<file path="src/rtl/bk_mp_add_seq.sv">
`default_nettype none
// ============================================================================
// Module      : bk_mp_add_seq (with helper bk_add16)
// Description : Multi-precision add/subtract sequencer. One 16-bit
//               Brent-Kung adder is reused word by word, LSW first, with the
//               carry held in a register between words.
// Revision    : 1.0 - initial release
// ============================================================================

// 16-bit Brent-Kung parallel-prefix adder with carry-in.
module bk_add16 (
  output logic [15:0] sum,
  output logic        cout,
  input  logic [15:0] a,
  input  logic [15:0] b,
  input  logic        cin
);
  // Up-sweep generate/propagate per level, then down-sweep carries.
  logic [15:0] g [0:4];
  logic [15:0] p [0:4];
  logic [15:0] c [0:3];

  // Bit 0 generate absorbs the carry-in, so the prefix G[i] is the carry out of bit i.
  generate
    for (genvar i = 0; i < 16; i++) begin : g_pre
      if (i == 0) begin : g_bit0
        assign g[0][i] = (a[i] & b[i]) | ((a[i] ^ b[i]) & cin);
      end else begin : g_bitn
        assign g[0][i] = a[i] & b[i];
      end
      assign p[0][i] = a[i] ^ b[i];
    end

    // Up-sweep: combine span-aligned nodes, doubling the span each level.
    for (genvar l = 0; l < 4; l++) begin : g_up_lvl
      for (genvar i = 0; i < 16; i++) begin : g_up_bit
        if (((i + 1) % (2 << l)) == 0) begin : g_comb
          assign g[l+1][i] = g[l][i] | (p[l][i] & g[l][i-(1<<l)]);
          assign p[l+1][i] = p[l][i] & p[l][i-(1<<l)];
        end else begin : g_pass
          assign g[l+1][i] = g[l][i];
          assign p[l+1][i] = p[l][i];
        end
      end
    end

    assign c[0] = g[4];

    // Down-sweep: fill in the remaining prefixes from the completed ones.
    for (genvar d = 0; d < 3; d++) begin : g_dn_lvl
      localparam int L = 2 - d;
      for (genvar i = 0; i < 16; i++) begin : g_dn_bit
        if ((((i + 1) % (2 << L)) == (1 << L)) && (i >= 3 * (1 << L) - 1)) begin : g_comb
          assign c[d+1][i] = c[d][i] | (p[4][i] & c[d][i-(1<<L)]);
        end else begin : g_pass
          assign c[d+1][i] = c[d][i];
        end
      end
    end
  endgenerate

  assign sum  = p[0] ^ {c[3][14:0], cin};
  assign cout = c[3][15];
endmodule

module bk_mp_add_seq #(
  parameter int NW = 4
) (
  input  logic            clk,
  input  logic            rst,
  input  logic            in_valid,
  output logic            in_ready,
  input  logic [16*NW-1:0] in_a,
  input  logic [16*NW-1:0] in_b,
  input  logic            in_sub,
  output logic            out_valid,
  input  logic            out_ready,
  output logic [16*NW-1:0] out_sum,
  output logic            out_cout,
  output logic            out_ovf,
  output logic            busy
);
  localparam int W  = 16 * NW;
  localparam int IW = (NW > 1) ? $clog2(NW) : 1;
  localparam logic [IW-1:0] LAST = IW'(NW - 1);

  localparam logic [1:0] S_IDLE = 2'd0;
  localparam logic [1:0] S_RUN  = 2'd1;
  localparam logic [1:0] S_DONE = 2'd2;

  logic [1:0]    state;
  logic [IW-1:0] idx;
  logic          carry;
  logic [W-1:0]  a_reg;
  logic [W-1:0]  b_reg;   // already inverted for subtract
  logic [IW+3:0] base;
  logic [15:0]   add_sum;
  logic          add_cout;

  assign base = {idx, 4'b0000};

  bk_add16 u_add (
    .sum  (add_sum),
    .cout (add_cout),
    .a    (a_reg[base +: 16]),
    .b    (b_reg[base +: 16]),
    .cin  (carry)
  );

  assign in_ready  = (state == S_IDLE) & ~rst;
  assign out_valid = (state == S_DONE);
  assign busy      = (state == S_RUN);

  // Sequencer: latch operands, walk the words LSW first, then hold the result.
  always_ff @(posedge clk or posedge rst) begin
    if (rst) begin
      state    <= S_IDLE;
      idx      <= '0;
      carry    <= 1'b0;
      a_reg    <= '0;
      b_reg    <= '0;
      out_sum  <= '0;
      out_cout <= 1'b0;
      out_ovf  <= 1'b0;
    end else begin
      case (state)
        S_IDLE: begin
          if (in_valid) begin
            a_reg <= in_a;
            b_reg <= in_sub ? ~in_b : in_b;
            carry <= in_sub;
            idx   <= '0;
            state <= S_RUN;
          end
        end
        S_RUN: begin
          out_sum[base +: 16] <= add_sum;
          carry               <= add_cout;
          if (idx == LAST) begin
            out_cout <= add_cout;
            // Same-sign operands whose result sign differs signal overflow.
            out_ovf  <= (a_reg[W-1] == b_reg[W-1]) & (add_sum[15] != a_reg[W-1]);
            idx      <= '0;
            state    <= S_DONE;
          end else begin
            idx <= idx + 1'b1;
          end
        end
        S_DONE: begin
          if (out_ready) state <= S_IDLE;
        end
        default: state <= S_IDLE;
      endcase
    end
  end
endmodule
`default_nettype wire
</file>
<file path="config.mk">
export PLATFORM = sky130hd
export DESIGN_NAME = bk_mp_add_seq
export DESIGN_NICKNAME = d
export VERILOG_FILES = /design/src/rtl/bk_mp_add_seq.sv
export SDC_FILE = /design/constraint.sdc
export NUM_CORES = 1
export LEC_CHECK = 0
export ABC_AREA = 1
export CAP_MARGIN = 20
export CORE_AREA = 2 2 178 180
export CTS_BUF_LIST = sky130_fd_sc_hd__clkbuf_8 sky130_fd_sc_hd__clkbuf_16
export CTS_CLUSTER_SIZE = 24
export DETAILED_ROUTE_END_ITERATION = 7
export DIE_AREA = 0 0 180 182
export DONT_BUFFER_PORTS = 1
export GPL_ROUTABILITY_DRIVEN = 0
export HOLD_SLACK_MARGIN = 0.06
export PLACE_DENSITY = 0.45
export SETUP_SLACK_MARGIN = 0.02
export SLEW_MARGIN = 20
export SYNTH_ARGS = -nofsm -noshare
export SYNTH_HDL_FRONTEND = slang
export SYNTH_SLANG_ARGS = --single-unit
</file>
<file path="constraint.sdc">
create_clock -name clk -period 6.97 [get_ports clk]
set_input_delay 0.697 -clock clk [delete_from_list [all_inputs] [get_ports clk]]
set_output_delay 0.697 -clock clk [all_outputs]
set_load 0.05 [all_outputs]
</file>
Word level (Yosys, flattened, before mapping):

Cells that the tools add are included.
Widths: inputs -> output; s select.

* register bits after elaboration: 199
* logic and storage cells: 141

* add/subtract/negate cells: 2
* eq/ne operators: 8
* shift-type cells: 4
* muxes and demuxes: 11
* bitwise gates (word level): 102
* reduce and logical (&&, ||, !) cells: 6

Operator list (count)
* $shiftx 64x7->16: 2
* $bwmux 64: 1
* $mux 64: 1
* $not 64->64: 1
* $shift 16x8->64 const A: 1
* $shiftx 16x8->64: 1
* $and 1x1->1: 56
* $or 1x1->1: 27
* $xor 1x1->1: 16
* $xor 16x16->16: 1
* $mux 2: 5
* $neg 6->8: 1
* $pmux 2 s3: 1
* $reduce_and 2->1: 3
* $eq 2x2->1 const B: 2
* $ne 2x1->1 const B: 2
* $pmux 2 s2: 1
* $reduce_and 3->1: 1
* $add 2x1->2 const B: 1
* $eq 2x1->1 const B: 1
* $logic_not 2->1: 1
* $ne 2x2->1 const B: 1
* $pmux 1 s2: 1
* $reduce_bool 2->1: 1
* 4 further kinds: 4

Logic depth before layout (Yosys ltp):

* word-level depth: 19
* gate-level depth with buffers: 23
* gate-level depth less buffers: 21

Modules after synthesis:

Synthesis repeated with hierarchy kept, for this count alone.

* cell total of the unflattened synthesis: 1310
* area, all modules: 10566.4 µm²

Modules (own cells, without submodules)
* bk_mp_add_seq: times used 1, cells an instance 1226, area an instance 9884.5 µm², sequential area each 4979.8 µm²
* bk_add16: times used 1, cells an instance 84, area an instance 681.9 µm², sequential area each 0.0 µm²

Worst setup path after synthesis:

Ideal clock, no wire load.

* path type: register to register
* start: register idx[0]
* end: register out_ovf
* arrival: 3.347 ns
* required time: 6.851 ns
* slack: 3.504 ns
* stages on the path, launching flop included: 24
* path buffers: 2
* clock period less this slack: 3.466 ns
* path through: dfrtp_1 > inv_1 > buf_2 > clkbuf_1 > o21ai_0 > o22ai_1 > fa_1 > inv_1 > fa_1 > inv_1 > nand3_1 > nand2_1 > nand2_1 > nand2_1 > nand2_1 > nand2_1 > nand2_1 > nand2_1 > fa_1 > xnor2_1 > inv_1 > nand2_1 > nand3_1 > o21a_1

* longest elaborated chain between the ends: 19
* elaborated cells on any way between the ends: 76

Ends and longest elaborated chain
* from (decl): RTL line 92 `logic [IW-1:0] idx;`
* from (signal assigned): RTL line 146 `idx <= idx + 1'b1;`
* $shiftx 64x7->16, on equally long branches: RTL line 105, 106
* $xor 1x1->1: RTL line 27 `assign g[0][i] = (a[i] & b[i]) | ((a[i] ^ b[i]) & cin);`
* $and 1x1->1: RTL line 27
* $or 1x1->1: RTL line 27
* $and 1x1->1: RTL line 38 `assign g[l+1][i] = g[l][i] | (p[l][i] & g[l][i-(1<<l)]);`
* $or 1x1->1: RTL line 38
* $and 1x1->1: RTL line 38
* $or 1x1->1: RTL line 38
* (+3 left out)
* $or 1x1->1: RTL line 54 `assign c[d+1][i] = c[d][i] | (p[4][i] & c[d][i-(1<<L)]);`
* $and 1x1->1: RTL line 54
* $or 1x1->1: RTL line 54
* $and 1x1->1: RTL line 54
* $or 1x1->1: RTL line 54
* $xor 16x16->16: RTL line 62 `assign sum = p[0] ^ {c[3][14:0], cin};`
* $ne 1x1->1: RTL line 142 `out_ovf <= (a_reg[W-1] == b_reg[W-1]) & (add_sum[15] != a_reg[W-1]);`
* $and 1x1->1: RTL line 142
* to (signal assigned): RTL line 142
* to (decl): RTL line 80 `output logic out_ovf,`

Several ways; a longest one is shown, not always the timed one.
A chain may end at the register's enable or synchronous reset.

Worst setup path in the final report:

Same ends and word-level chain as after synthesis.

==> flow_metrics.env <==
export IMPL_ys_top_cells_by_area="dfrtp_1 (51%), nand2_1 (12%), o21ai_0 (11%)"
export IMPL_clockRootBuffer="clkbuf_16"
export IMPL_place_area_mm2=0.00993
export IMPL_grt_max_degree=126
export IMPL_fmax_ghz=0.228
export IMPL_synth_adder_area_share=0.0442
export IMPL_r2r_cells=21
export IMPL_dp_hpwl_um=20500
export IMPL_rsz0062_at_grt="no"
export IMPL_setup_violations=0
export IMPL_crit_end="out_ovf"
export IMPL_finalCritPeriodShare=0.630
export IMPL_relSlewSlack=0.281
export IMPL_gr_usage_met3=0.0407
export IMPL_finClkSkew_ns=0.0164
export IMPL_synth_top_family_by_area="simple AND/OR/NAND/NOR gates"
export IMPL_io_pins=202
export IMPL_start_util=0.314
export IMPL_die_w_um=180
export IMPL_path_cells="clkinv_2, o21ai_0, o22ai_1, fa_1, inv_1, fa_1, inv_1, nand3_1, nand2_1, nand2_1, nand2_1, nand2_1, nand2_1, nand2_1, nand2_1, fa_1, xnor2_1, inv_1, nand2_1, nand3_1, o21a_1"
export IMPL_cts_htree_levels=4
export IMPL_async_flop_share=1.00
export IMPL_vias=7376
export IMPL_synth_top_area_frac=0.512
export IMPL_yosys_register_bits=199
export IMPL_grt_pass1_wl_um=44800
export IMPL_layout_drive_gt1_share=0.0453
export IMPL_syn_inst=1117
export IMPL_r2r_end="out_ovf"
export IMPL_ys_warn_count=0
export IMPL_crit_fanout=68
export IMPL_via_per_inst=4.97
export IMPL_r2r_setup_slack_ns=2.58
export IMPL_endpoint_kind="register"
export IMPL_outcome="finished, final reports clean"
export IMPL_n_fill_cell=3232
export IMPL_dp_cells=1451
export IMPL_syn_nets=1279
export IMPL_yosysTopAreaCell="dfrtp_1"
export IMPL_route_detailed_drc=0
export IMPL_synth_xor_area_frac=0.0639
export IMPL_tightest_slew_ns=1.08
export IMPL_nets=1230
export IMPL_cts_tree="yes"
export IMPL_synth_avg_cell_area_um2=8.71
export IMPL_final_hold_viol_count=0
export IMPL_gr_usage_met1=0.243
export IMPL_synth_area_mm2=0.00973
export IMPL_critical_path_class="reg -> reg"
export IMPL_layout_cells_non_filler=1483
export IMPL_port_buffers=0
export IMPL_synth_cell_type_count=30
export IMPL_grt_remaining_overflow=0
export IMPL_clock_latency_ns=0.44
export IMPL_yosysMostFrequentCell="nand2_1"
export IMPL_ys_flop_type="dfrtp_1"
export IMPL_cp_slowest_cell="clkinv_2"
export IMPL_finalCriticalPeriod_ns=4.39
export IMPL_fin_util=0.338
export IMPL_maxCapViolCount=0
export IMPL_wl_per_cell_um=19.8
export IMPL_clock_sinks=199
export IMPL_arrival_ns=4.72
export IMPL_synth_edff_count=0
export IMPL_rows=65
export IMPL_antenna_found_initial=0
export IMPL_hp_class="in -> async"
export IMPL_netlist_top_cells_count="nand2_1 (323), o21ai_0 (214), dfrtp_1 (199)"
export IMPL_synth_compound_area_share=0.161
export IMPL_grt_pass1_vias=7294
export IMPL_cts_resized_gates=0
export IMPL_cts_made_buffers=17
export IMPL_drt_total_wl_um=29400
export IMPL_die_area_mm2=0.0328
export IMPL_first_pass_iters=5
export IMPL_area_delta_synth_final_pct=7.66
export IMPL_r2r_start="idx[0]"
export IMPL_fp_dieH_um=182
export IMPL_setup_tns_ns=0
export IMPL_ys_seq_area_frac=0.512
export IMPL_clk_pin_slew_ns=0.08
export IMPL_busiest_layer="met2"
export IMPL_cp_start_kind="register"
export IMPL_clockBufferDepth=2
export IMPL_holdBufCountCts=0
export IMPL_cts_setup_buffers=0
export IMPL_worstPathRequired_ns=7.30
export IMPL_seqCellArea_mm2=0.00498
export IMPL_core_region_area_mm2=0.0310
export IMPL_slew_violations=0
export IMPL_yosys_area_share_simple=0.165
export IMPL_ant_nets=0
export IMPL_synthMuxAreaShare=0
export IMPL_grt_use_met2=0.290
export IMPL_design_area_mm2=0.0105
export IMPL_critical_path_max_stage_delay_ns=0.65
export IMPL_n_antenna_cell=0
export IMPL_multi_input_area_mm2=0.00424
export IMPL_drt_initial_drc_count=630
export IMPL_grt_usage=0.178
export IMPL_crit_start="idx[0]"
export IMPL_cp_common_cell="nand2_1"
worst max-delay path: cells and delay by family (launching register included):
family / cells / cell delay, ns
simple gates: 10 / 0.82
compound gates: 3 / 0.75
flops: 1 / 0.37
fa+ha+maj: 3 / 1.03
xor+xnor: 1 / 0.40
buf+inv: 4 / 0.91
through the flow:
stage | hold WS, ns | worst slack (ns)
2_1_floorplan | 0.444 | 0.847
3_3_place_gp | 0.460 | 2.84
3_5_place_dp | 0.461 | 2.74
4_1_cts | 0.335 | 2.74
5_1_grt | 0.351 | 2.16
6_report | 0.279 | 2.58
cell usage in the layout (no fill, tap or decap):
cell	instances
nand3_1	13
xor2_1	2
inv_4	1
nand2_8	1
nand2_2	1
dfrtp_1	198
o21ai_0	214
clkbuf_16	17
inv_8	2
o21a_1	1
nor2_1	68
ha_1	20
nand3_2	2
inv_1	35
a21oi_1	11
clkinv_8	1
nand2_1	323
inv_6	4
a31oi_1	1
inv_2	2
dfrtp_2	1
clkinvlp_4	3
o21ai_1	15
fa_1	9
and2_1	1
nor3_1	2
xnor2_1	69
o22ai_1	27
buf_4	7
a32o_1	2
a32oi_1	4
nand4_4	1
clkinv_2	4
clkinv_4	2
o31ai_1	17
per-layer routing:
layer  share of wire  wire length, um
met1            0.46            13400
met2            0.48            14100
met3           0.053             1560
met4           0.011              338
met5               0                0
logic make-up after synthesis:
kind of cell | count (synthesis)
and+or+nand+nor | 412
AOI/OAI and AO/OA | 292
DFF | 199
buffers and inverters | 114
xor gates and xnor gates | 71
adders and majority gates | 29
layout make-up:
cell class / instances / area share
repair buffers: 7 / 0.00502
inverters: 39 / 0.0150
clock buffers: 17 / 0.0406
well taps: 402 / 0.0480
multi-input cells: 804 / 0.404
flip-flops and latches: 199 / 0.475
clock inverters: 15 / 0.0116
worst min-delay path by stage:
stage	startpoint	end	slack, ns	depth (start not counted)
2_1_floorplan	a_reg[32]	a_reg[32]	0.44	2
3_3_place_gp	a_reg[46]	a_reg[46]	0.46	2
3_5_place_dp	a_reg[47]	a_reg[47]	0.46	2
4_1_cts	rst	out_sum[42]	0.34	1
5_1_grt	in_a[33]	a_reg[33]	0.35	2
6_report	rst	out_sum[42]	0.28	1
Power is not shown: default switching activity piles up to over one toggle a cycle in this logic, so the estimate is an artifact.
